==> src/rtl/dvi_tx_scheduler.sv <==
// DVI transmit scheduler: steers upstream pixels or black fill to the three
// TMDS encoders, passes sync control codes in blanking, and flags underruns
// and too-short blanking periods.
// Optional feature macro: DVI_UNDERRUN_CNT_EN adds the underrun_cnt output.
//
// Handshake: pix_valid/pix_ready. A pixel is consumed on a cycle where both
// are 1. pix_ready is combinational and only rises in RUN during active
// video; the upstream source must not wait on pix_ready before raising
// pix_valid, and a missing pixel during active video is an underrun.
module dvi_tx_scheduler #(
    parameter int CTRL_MIN = 12,
    parameter int CNT_W    = 16
) (
    input  logic             clk_pix,
    input  logic             rst,
    input  logic             frame_start,
    input  logic             de_in,
    input  logic             hsync,
    input  logic             vsync,
    input  logic             pix_valid,
    input  logic [23:0]      pix_data,
    output logic             pix_ready,
    output logic             enc_de,
    output logic [7:0]       enc_data_r,
    output logic [7:0]       enc_data_g,
    output logic [7:0]       enc_data_b,
    output logic [1:0]       enc_ctrl_r,
    output logic [1:0]       enc_ctrl_g,
    output logic [1:0]       enc_ctrl_b,
    output logic             locked,
    output logic             underrun,
`ifdef DVI_UNDERRUN_CNT_EN
    output logic [CNT_W-1:0] underrun_cnt,
`endif
    output logic             ctrl_short
);

    typedef enum logic [1:0] {UNLOCKED = 2'd0, RUN = 2'd1, RECOVER = 2'd2} state_t;

    localparam int BW = $clog2(CTRL_MIN + 1);
    localparam logic [BW-1:0] CTRL_MIN_V = BW'(CTRL_MIN);

    state_t        state, state_nxt;
    logic          ur_evt;
    logic          de_prev;
    logic [BW-1:0] blank_cnt;
    logic          short_evt;

    logic          de_d;
    logic [23:0]   data_d;
    logic [1:0]    ctrl_b_d;

    // Pixel is taken only while locked and inside active video.
    assign pix_ready = (state == RUN) && de_in && pix_valid;
    assign locked    = (state == RUN);

    // Next state; frame_start wins over an underrun on the same cycle.
    always_comb begin
        state_nxt = state;
        ur_evt    = 1'b0;
        case (state)
            UNLOCKED: if (frame_start) state_nxt = RUN;
            RUN: begin
                if (de_in && !pix_valid) begin
                    ur_evt    = 1'b1;
                    state_nxt = frame_start ? RUN : RECOVER;
                end
            end
            RECOVER:  if (frame_start) state_nxt = RUN;
            default:  state_nxt = UNLOCKED;
        endcase
    end

    // Encoder values for the next cycle: pixels, black fill or sync codes.
    always_comb begin
        de_d     = 1'b0;
        data_d   = 24'h000000;
        ctrl_b_d = 2'b00;
        if (state != UNLOCKED) begin
            if (de_in) begin
                de_d = 1'b1;
                if (state == RUN && pix_valid) data_d = pix_data;
            end else begin
                ctrl_b_d = {vsync, hsync};
            end
        end
    end

    // Blanking that starts before the first frame_start is not judged.
    assign short_evt = de_in && !de_prev && (state != UNLOCKED) && (blank_cnt < CTRL_MIN_V);

    // State register.
    always_ff @(posedge clk_pix or posedge rst) begin
        if (rst) state <= UNLOCKED;
        else     state <= state_nxt;
    end

    // Registered encoder outputs, one cycle behind the timing inputs.
    always_ff @(posedge clk_pix or posedge rst) begin
        if (rst) begin
            enc_de     <= 1'b0;
            enc_data_r <= 8'h00;
            enc_data_g <= 8'h00;
            enc_data_b <= 8'h00;
            enc_ctrl_r <= 2'b00;
            enc_ctrl_g <= 2'b00;
            enc_ctrl_b <= 2'b00;
        end else begin
            enc_de     <= de_d;
            enc_data_r <= data_d[23:16];
            enc_data_g <= data_d[15:8];
            enc_data_b <= data_d[7:0];
            enc_ctrl_r <= 2'b00;
            enc_ctrl_g <= 2'b00;
            enc_ctrl_b <= ctrl_b_d;
        end
    end

    // Saturating blanking length counter and de edge history.
    always_ff @(posedge clk_pix or posedge rst) begin
        if (rst) begin
            blank_cnt <= '0;
            de_prev   <= 1'b0;
        end else begin
            de_prev <= de_in;
            if (de_in)                        blank_cnt <= '0;
            else if (blank_cnt != CTRL_MIN_V) blank_cnt <= blank_cnt + 1'b1;
        end
    end

    // Sticky error flags, cleared only by reset.
    always_ff @(posedge clk_pix or posedge rst) begin
        if (rst) begin
            underrun   <= 1'b0;
            ctrl_short <= 1'b0;
        end else begin
            if (ur_evt)    underrun   <= 1'b1;
            if (short_evt) ctrl_short <= 1'b1;
        end
    end

`ifdef DVI_UNDERRUN_CNT_EN
    // Counts real entries into RECOVER, saturating at all-ones.
    always_ff @(posedge clk_pix or posedge rst) begin
        if (rst) underrun_cnt <= '0;
        else if (state != RECOVER && state_nxt == RECOVER && underrun_cnt != '1)
            underrun_cnt <= underrun_cnt + 1'b1;
    end
`endif

endmodule

==> config.mk <==
export PLATFORM = sky130hd
export DESIGN_NAME = dvi_tx_scheduler
export DESIGN_NICKNAME = d
export VERILOG_FILES = /design/src/rtl/dvi_tx_scheduler.sv
export SDC_FILE = /design/constraint.sdc
export NUM_CORES = 1
export LEC_CHECK = 0
export ABC_AREA = 0
export CAP_MARGIN = 20
export CORE_MARGIN = 3
export CORE_UTILIZATION = 42
export DETAILED_ROUTE_END_ITERATION = 12
export GPL_ROUTABILITY_DRIVEN = 0
export GPL_TIMING_DRIVEN = 0
export PLACE_DENSITY = 0.83
export SLEW_MARGIN = 20
export SYNTH_ARGS = -nofsm -noshare
export SYNTH_HDL_FRONTEND = slang
export SYNTH_SLANG_ARGS = --single-unit
==> constraint.sdc <==
create_clock -name clk_pix -period 1.75 [get_ports clk_pix]
set_input_delay 0.4375 -clock clk_pix [delete_from_list [all_inputs] [get_ports clk_pix]]
set_output_delay 0.4375 -clock clk_pix [all_outputs]
set_load 0.03 [all_outputs]
==> reports/qor.txt, run 1 <==
CTS tree: done
part of the Yosys area used for sequential elements: 68.1%
Max H-tree Level: 2
proportion of layout cells with a drive suffix above 1: 13.4%
Hold Violations, Final: 0
die width: 62.1 µm
number of buffers inserted by port buffering: 61
CP Data Required Time: 1.31 ns
Pwr per Cell Area: 800 nW/µm²
crit-path leading delay family: flip-flops
Pwr Total: 0.00165 W
Die Y-Extent: 62.1 µm
via count of the first global-routing pass: 1133
CP max FO: 6
top flip-flop cell by instance count after synthesis: sky130_fd_sc_hd__dfrtp_1
Sum Neg Setup Slack: 0 ns
clock input transition at the sequential cells of the worst setup and hold paths: 0.10 ns
kind of critical path: flip-flop to output pin
RSZ-0062 raised after global routing: true
worst-case headroom to the max-slew limit: 52.1%
status: finished clean
Initial DRT Pass Iterations: 4
slowest stage cell, crit path: sky130_fd_sc_hd__dfrtp_1
unique cell type count in the Yosys netlist: 22
Synth Warn #: 0
total wire length after detailed routing: 2990 µm
initial antenna violation count: 0
die area: 3860 µm²
Final Slew Violations: 0
global-route wire length before repair: 5130 µm
ANT cells: 0
slack of the worst reg-to-reg path: 0.50 ns
delay of the slowest critical-path stage: 0.42 ns
Cell Area, Synth: 1320 µm²
gr usage total: 17.4%
worst vdd rail ir drop: 0.000566 V
root buffer selected by CTS: sky130_fd_sc_hd__clkbuf_4
placeable core region: 2880 µm²
boundary pin count: 66
min Tclk post-route: 1.69 ns
flip-flop and latch count after synthesis: 36
Iter 0 DRT Violations: 34
nets@finish: 211
HP Class: input pin to flip-flop
top cell types by occurrence after synthesis: sky130_fd_sc_hd__dfrtp_1 (36), sky130_fd_sc_hd__and2_1 (24), sky130_fd_sc_hd__a21oi_1 (5)
CTS max path bufs: 2
number of max-cap violations: 0
placed wire-length estimate after detailed placement: 2250 µm
top-count cell post-synth: sky130_fd_sc_hd__dfrtp_1
number of nets with antenna violations after routing: 0
number of filler instances in the final layout: 228
FP Rows: 19
fin area: 2070 µm²
remaining global-route overflow: 0
Starting Density: 46.0%
DRC errors left: 0
Worst Path Arrival: 1.25 ns
number of clock buffers inserted by TritonCTS: 5
Final Setup Violations: 0
average routed wire per standard cell: 13.5 µm
final core utilization: 71.8%
final critical-path share of the clock period: 96.5%
final-layout worst hold slack: 0.404 ns
cell types with the largest area share after synthesis: sky130_fd_sc_hd__dfrtp_1 (68%), sky130_fd_sc_hd__and2_1 (11%), sky130_fd_sc_hd__buf_4 (2.3%), sky130_fd_sc_hd__a21oi_1 (1.9%), sky130_fd_sc_hd__ha_1 (1.9%)
share of flip-flops with an asynchronous set or reset after synthesis: 100%
Bufs and invs on worst path: 1
instance area after placement: 2000 µm²
Max Fclk: 0.592 GHz
post-detailed-route via-to-cell ratio: 4.46
post-synthesis cell count: 101
CP Cell Sequence: nor2b_4 > and3_4 > buf_6
maximum number of pins on one net before global-route repair: 37
Setup crit end kind: output pin
transition at the pin with the smallest max-transition slack: 0.717 ns
routed via count: 985
insertion delay to the later sink of the worst-skew pair: 0.33 ns
reported leakage power: 1.10 nW
kind of start point of the critical path: flip-flop
synthesis-to-layout area growth: 56.0%
synthesized area per cell: 13.1 µm²
worst clock skew on the final layout: 0.00606 ns
share of the synthesized area in the top cell type: 68.1%
leading area contributor after synthesis: sky130_fd_sc_hd__dfrtp_1
sink count of the clock tree: 36
Post-synth EDFFs: 0
-- state kept, by name (all words and copies together), names as in the netlist --
name,cells
enc_data_g,8
enc_data_r,8
de_prev,1
underrun,1
ctrl_short,1
enc_ctrl_b,2
enc_data_b,8
enc_de,1
blank_cnt,4
state,2
-- metrics by stage --
| stage | worst slack, ns | std cells |
|---|---|---|
| floorplan | 0.265 | 104 |
| global placement | -0.851 | 207 |
| detailed placement | -0.887 | 207 |
| CTS | -0.0619 | 218 |
| global route | -0.0206 | 221 |
| finish | 0.0608 | 221 |
-- final cells by class --
type                    instances  area (µm²)  share of cell area [%]
flip-flops and latches         36         901                    43.6
repair buffers                 68         624                    30.2
multi-input cells              58         365                    17.7
clock buffers                   8        58.8                    2.85
plain buffers                   6        52.6                    2.54
well taps                      42        52.6                    2.54
inverters                       3        11.3                   0.545
-- power breakdown --
| part | internal (W) | total [W] | switching [W] | leakage [nW] |
|---|---|---|---|---|
| clock network | 0.000198 | 0.000447 | 0.000249 | 0.0326 |
| logic | 0.000150 | 0.000316 | 0.000166 | 0.590 |
| registers | 0.000870 | 0.000889 | 0.0000192 | 0.472 |
| total | 0.00122 | 0.00165 | 0.000434 | 1.10 |
-- final timing paths --
path | start | endpoint | cells after the start
setup / recovery | state[1] | pix_ready | 3
hold / removal | de_in | de_prev | 1
setup reg to reg | blank_cnt[0] | blank_cnt[1] | 5
hold reg to reg | ctrl_short | ctrl_short | 1
max in group asynchronous | rst | enc_data_b[4] | 2
min in group asynchronous | rst | enc_data_g[7] | 2
-- worst register-to-register path, delay by kind of cell, from the launching register on --
| family | cells | cell delay [ns] |
|---|---|---|
| adder cells (fa/ha/maj) | 1 | 0.22 |
| AND/OR/NAND/NOR | 2 | 0.22 |
| multiplexers | 1 | 0.20 |
| buffers and inverters | 1 | 0.06 |
| flip-flops | 1 | 0.44 |
-- cell families after synthesis --
kind of cell	Yosys count	share of synthesized area [%]
buffers and inverters	10	5.20
AOI/OAI and AO/OA	7	2.93
DFF	36	68.1
and+or+nand+nor	43	20.2
other	1	0.283
adders and majority gates	2	1.89
xor gates and xnor gates	1	0.662
muxes	1	0.756
-- metal layers --
| layer | share of wire (%) | wire [µm] | track usage, % |
|---|---|---|---|
| met1 | 33 | 977 | 16.9 |
| met2 | 57 | 1710 | 32.4 |
| met3 | 7.0 | 211 | 6.67 |
| met4 | 3.2 | 95 | 7.73 |
| met5 | 0 | 0 | 0 |
-- layout by cell type, fill, tap and decap left out, types with 2 or more instances in the layout --
cell | netlist | layout
sky130_fd_sc_hd__dfrtp_1 | 36 | 36
sky130_fd_sc_hd__dlygate4sd2_1 | 0 | 30
sky130_fd_sc_hd__clkdlybuf4s50_1 | 0 | 28
sky130_fd_sc_hd__and2_1 | 24 | 24
sky130_fd_sc_hd__buf_4 | 4 | 11
sky130_fd_sc_hd__a21oi_1 | 5 | 5
sky130_fd_sc_hd__clkbuf_4 | 0 | 5
sky130_fd_sc_hd__nand2b_1 | 4 | 4
sky130_fd_sc_hd__nor2_1 | 4 | 4
sky130_fd_sc_hd__conb_1 | 1 | 4
sky130_fd_sc_hd__buf_6 | 2 | 3
sky130_fd_sc_hd__nor3b_1 | 3 | 3
sky130_fd_sc_hd__nand3_1 | 2 | 2
sky130_fd_sc_hd__nor3_1 | 2 | 2
sky130_fd_sc_hd__inv_1 | 3 | 2
sky130_fd_sc_hd__ha_1 | 2 | 2
sky130_fd_sc_hd__clkbuf_1 | 0 | 2
-- timing repair --
action	CTS	global route
hold buffers	0	0
endpoints found under the hold margin	0	0
endpoints found under the setup margin	31	2
pin swaps	1	1
buffers inserted	3	4
resized for setup	40	3
Power figures use the tool's default switching activity.
==> inputs of run 2 (changes only) <==
--- a/config.mk
+++ b/config.mk
@@ -12,7 +12,7 @@
 export DETAILED_ROUTE_END_ITERATION = 12
 export GPL_ROUTABILITY_DRIVEN = 0
 export GPL_TIMING_DRIVEN = 0
-export PLACE_DENSITY = 0.83
+export PLACE_DENSITY_LB_ADDON = 0.3
 export SLEW_MARGIN = 20
 export SYNTH_ARGS = -nofsm -noshare
 export SYNTH_HDL_FRONTEND = slang
==> reports/qor.txt, run 2 (synthesis gave the netlist of run 1 again) <==
Pwr per Cell Area: 797 nW/µm² (was 800 nW/µm²)
proportion of layout cells with a drive suffix above 1: 13.0% (was 13.4%)
most common cell after layout, fill and taps aside: sky130_fd_sc_hd__dfrtp_1 (unchanged)
HP Class: input pin to flip-flop (unchanged)
Final Setup Violations: 0 (unchanged)
FP Rows: 19 (unchanged)
gr usage total: 15.8% (was 17.4%)
CP Cell Sequence: nor2b_4 > and3_4 > buf_6 (unchanged)
die width: 62.1 µm (unchanged)
Max Fclk: 0.598 GHz (was 0.592 GHz)
Sum Neg Setup Slack: 0 ns (unchanged)
fraction of power consumed by the clock network: 26.9% (was 27.1%)
global-route wire length before repair: 4660 µm (was 5130 µm)
Worst Path Arrival: 1.23 ns (was 1.25 ns)
kind of start point of the critical path: flip-flop (unchanged)
Hold Violations, Final: 0 (unchanged)
number of nets with antenna violations after routing: 0 (unchanged)
number of filler instances in the final layout: 231 (was 228)
number of buffers inserted by port buffering: 61 (unchanged)
worst vdd rail ir drop: 0.000432 V (was 0.000566 V)
CTS tree: done (unchanged)
insertion delay to the later sink of the worst-skew pair: 0.32 ns (was 0.33 ns)
via count of the first global-routing pass: 1024 (was 1133)
Max H-tree Level: 2 (unchanged)
placed cells: 207 (unchanged)
share of total power consumed by net switching: 25.8% (was 26.2%)
remaining global-route overflow: 0 (unchanged)
Reg2Reg Launch Point: state[0] (was blank_cnt[0])
slowest stage cell, crit path: sky130_fd_sc_hd__dfrtp_2 (was sky130_fd_sc_hd__dfrtp_1)
share of power burned in registers: 54.4% (was 53.8%)
CP max FO: 3 (was 6)
CP Data Required Time: 1.31 ns (about the same)
met1 Usage GRT: 14.9% (was 16.9%)
GR met3 Demand/Resource: 6.31% (was 6.67%)
transition at the pin with the smallest max-transition slack: 0.717 ns (about the same)
RSZ-0062 raised after global routing: false (was true)
number of max-cap violations: 0 (unchanged)
worst-case headroom to the max-slew limit: 52.1% (about the same)
CTS hold repair buffers: 0 (unchanged)
power spent charging and discharging nets: 0.000421 W (was 0.000434 W)
min Tclk post-route: 1.67 ns (was 1.69 ns)
post-detailed-route via-to-cell ratio: 4.40 (was 4.46)
routed via count: 964 (was 985)
placeable core region: 2880 µm² (unchanged)
maximum number of pins on one net before global-route repair: 37 (unchanged)
kind of critical path: flip-flop to output pin (unchanged)
DRC errors left: 0 (unchanged)
post-route non-filler standard cell count: 219 (was 221)
most crowded layer after global routing: met2 (unchanged)
root buffer selected by CTS: sky130_fd_sc_hd__clkbuf_4 (unchanged)
placed wire-length estimate after detailed placement: 2060 µm (was 2250 µm)
largest registers ranked by flip-flop count: enc_data_b x8, enc_data_g x8, enc_data_r x8 (unchanged)
initial antenna violation count: 0 (unchanged)
register cell area after layout: 902 µm² (was 901 µm²)
part of the total power dissipated in combinational logic: 18.7% (was 19.1%)
hold wc startpoint: de_in (unchanged)
worst setup path start: state[1] (unchanged)
clock input transition at the sequential cells of the worst setup and hold paths: 0.10 ns (about the same)
total wire length after detailed routing: 2700 µm (was 2990 µm)
number of clock buffers inserted by TritonCTS: 5 (unchanged)
worst clock skew on the final layout: 0.00693 ns (was 0.00606 ns)
final critical-path share of the clock period: 95.5% (was 96.5%)
boundary pin count: 66 (unchanged)
commonest cells after routing, fill and taps aside: sky130_fd_sc_hd__dfrtp_1 (35), sky130_fd_sc_hd__dlygate4sd2_1 (30), sky130_fd_sc_hd__clkdlybuf4s50_1 (29) (was sky130_fd_sc_hd__dfrtp_1 (36), sky130_fd_sc_hd__dlygate4sd2_1 (30), sky130_fd_sc_hd__clkdlybuf4s50_1 (28))
sink count of the clock tree: 36 (unchanged)
synthesis-to-layout area growth: 54.8% (was 56.0%)
average routed wire per standard cell: 12.3 µm (was 13.5 µm)
Starting Density: 46.0% (unchanged)
Final Slew Violations: 0 (unchanged)
CTS max path bufs: 2 (unchanged)
die area: 3860 µm² (unchanged)
status: finished clean (unchanged)
reported leakage power: 1.07 nW (was 1.10 nW)
multi-input logic area: 365 µm² (unchanged)
Die Y-Extent: 62.1 µm (unchanged)
internal portion of total power: 0.00121 W (was 0.00122 W)
Iter 0 DRT Violations: 21 (was 34)
Setup crit end kind: output pin (unchanged)
delay of the slowest critical-path stage: 0.44 ns (was 0.42 ns)
nets@finish: 209 (was 211)
Global Route met2 Usage: 28.8% (was 32.4%)
ANT cells: 0 (unchanged)
Initial DRT Pass Iterations: 4 (unchanged)
==> run 2: cell type report <==
type                    instances  share of cell area, %
flip-flops and latches         36                   44.0
repair buffers                 66                   29.6
multi-input cells              58                   17.8
clock buffers                   8                   2.87
plain buffers                   6                   2.56
well taps                      42                   2.56
inverters                       3                  0.549
==> run 2: critical path: cells and delay by family (launching register included) <==
kind          cells  cell delay, ns
simple gates      2            0.34
flops             1            0.44
buf+inv           1            0.13
==> run 2: path summary, 6_finish.rpt <==
kind / to / slack (ns) / cells past startpoint
min: de_prev / 0.38 / 1
min reg2reg: ctrl_short / 0.46 / 1
max in group asynchronous: state[1] / 0.71 / 2
min in group asynchronous: enc_data_r[0] / 0.54 / 2
max reg2reg: enc_data_b[6] / 0.35 / 6
max: pix_ready / 0.08 / 3
==> run 2: timing repair <==
item                                    4_1_cts  5_1_grt
endpoints found under the hold margin         0        0
buffers inserted                              3        2
endpoints found under the setup margin       31        2
pin swaps                                     1        0
gates resized for setup                      41        2
cloned                                        0        0
==> run 2: routing by layer <==
metal  part of all wire [%]  vias to the layer above  wire, µm
li1                       -                      459         -
met1                     36                      456       984
met2                     54                       41      1460
met3                    7.2                        8       194
met4                    2.3                        0        61
met5                      0                        -         0
==> run 2: power groups by stage <==
stage | registers [W] | clock network (W) | logic [W]
floorplan | 0.000966 | 0 | 0.000108
global placement | 0.000905 | 0 | 0.000314
detailed placement | 0.000909 | 0 | 0.000321
CTS | 0.000891 | 0.000463 | 0.000304
global route | 0.000896 | 0.000504 | 0.000330
finish | 0.000888 | 0.000440 | 0.000306
==> run 2: metrics by stage <==
| step | hold WS [ns] | power [W] | setup slack (ns) | utilization [%] | cell area (µm²) |
|---|---|---|---|---|---|
| after global routing | 0.352 | 0.00173 | 0.00647 | 71.2 | 2050 |
| after CTS | 0.363 | 0.00166 | 0.00229 | 70.9 | 2040 |
| after floorplan | 0.469 | 0.00107 | 0.265 | - | 1340 |
| after global placement | 0.438 | 0.00122 | -0.847 | 69.5 | 2000 |
| after detailed placement | 0.447 | 0.00123 | -0.864 | 69.5 | 2000 |
| final | 0.382 | 0.00163 | 0.0787 | 71.2 | 2050 |
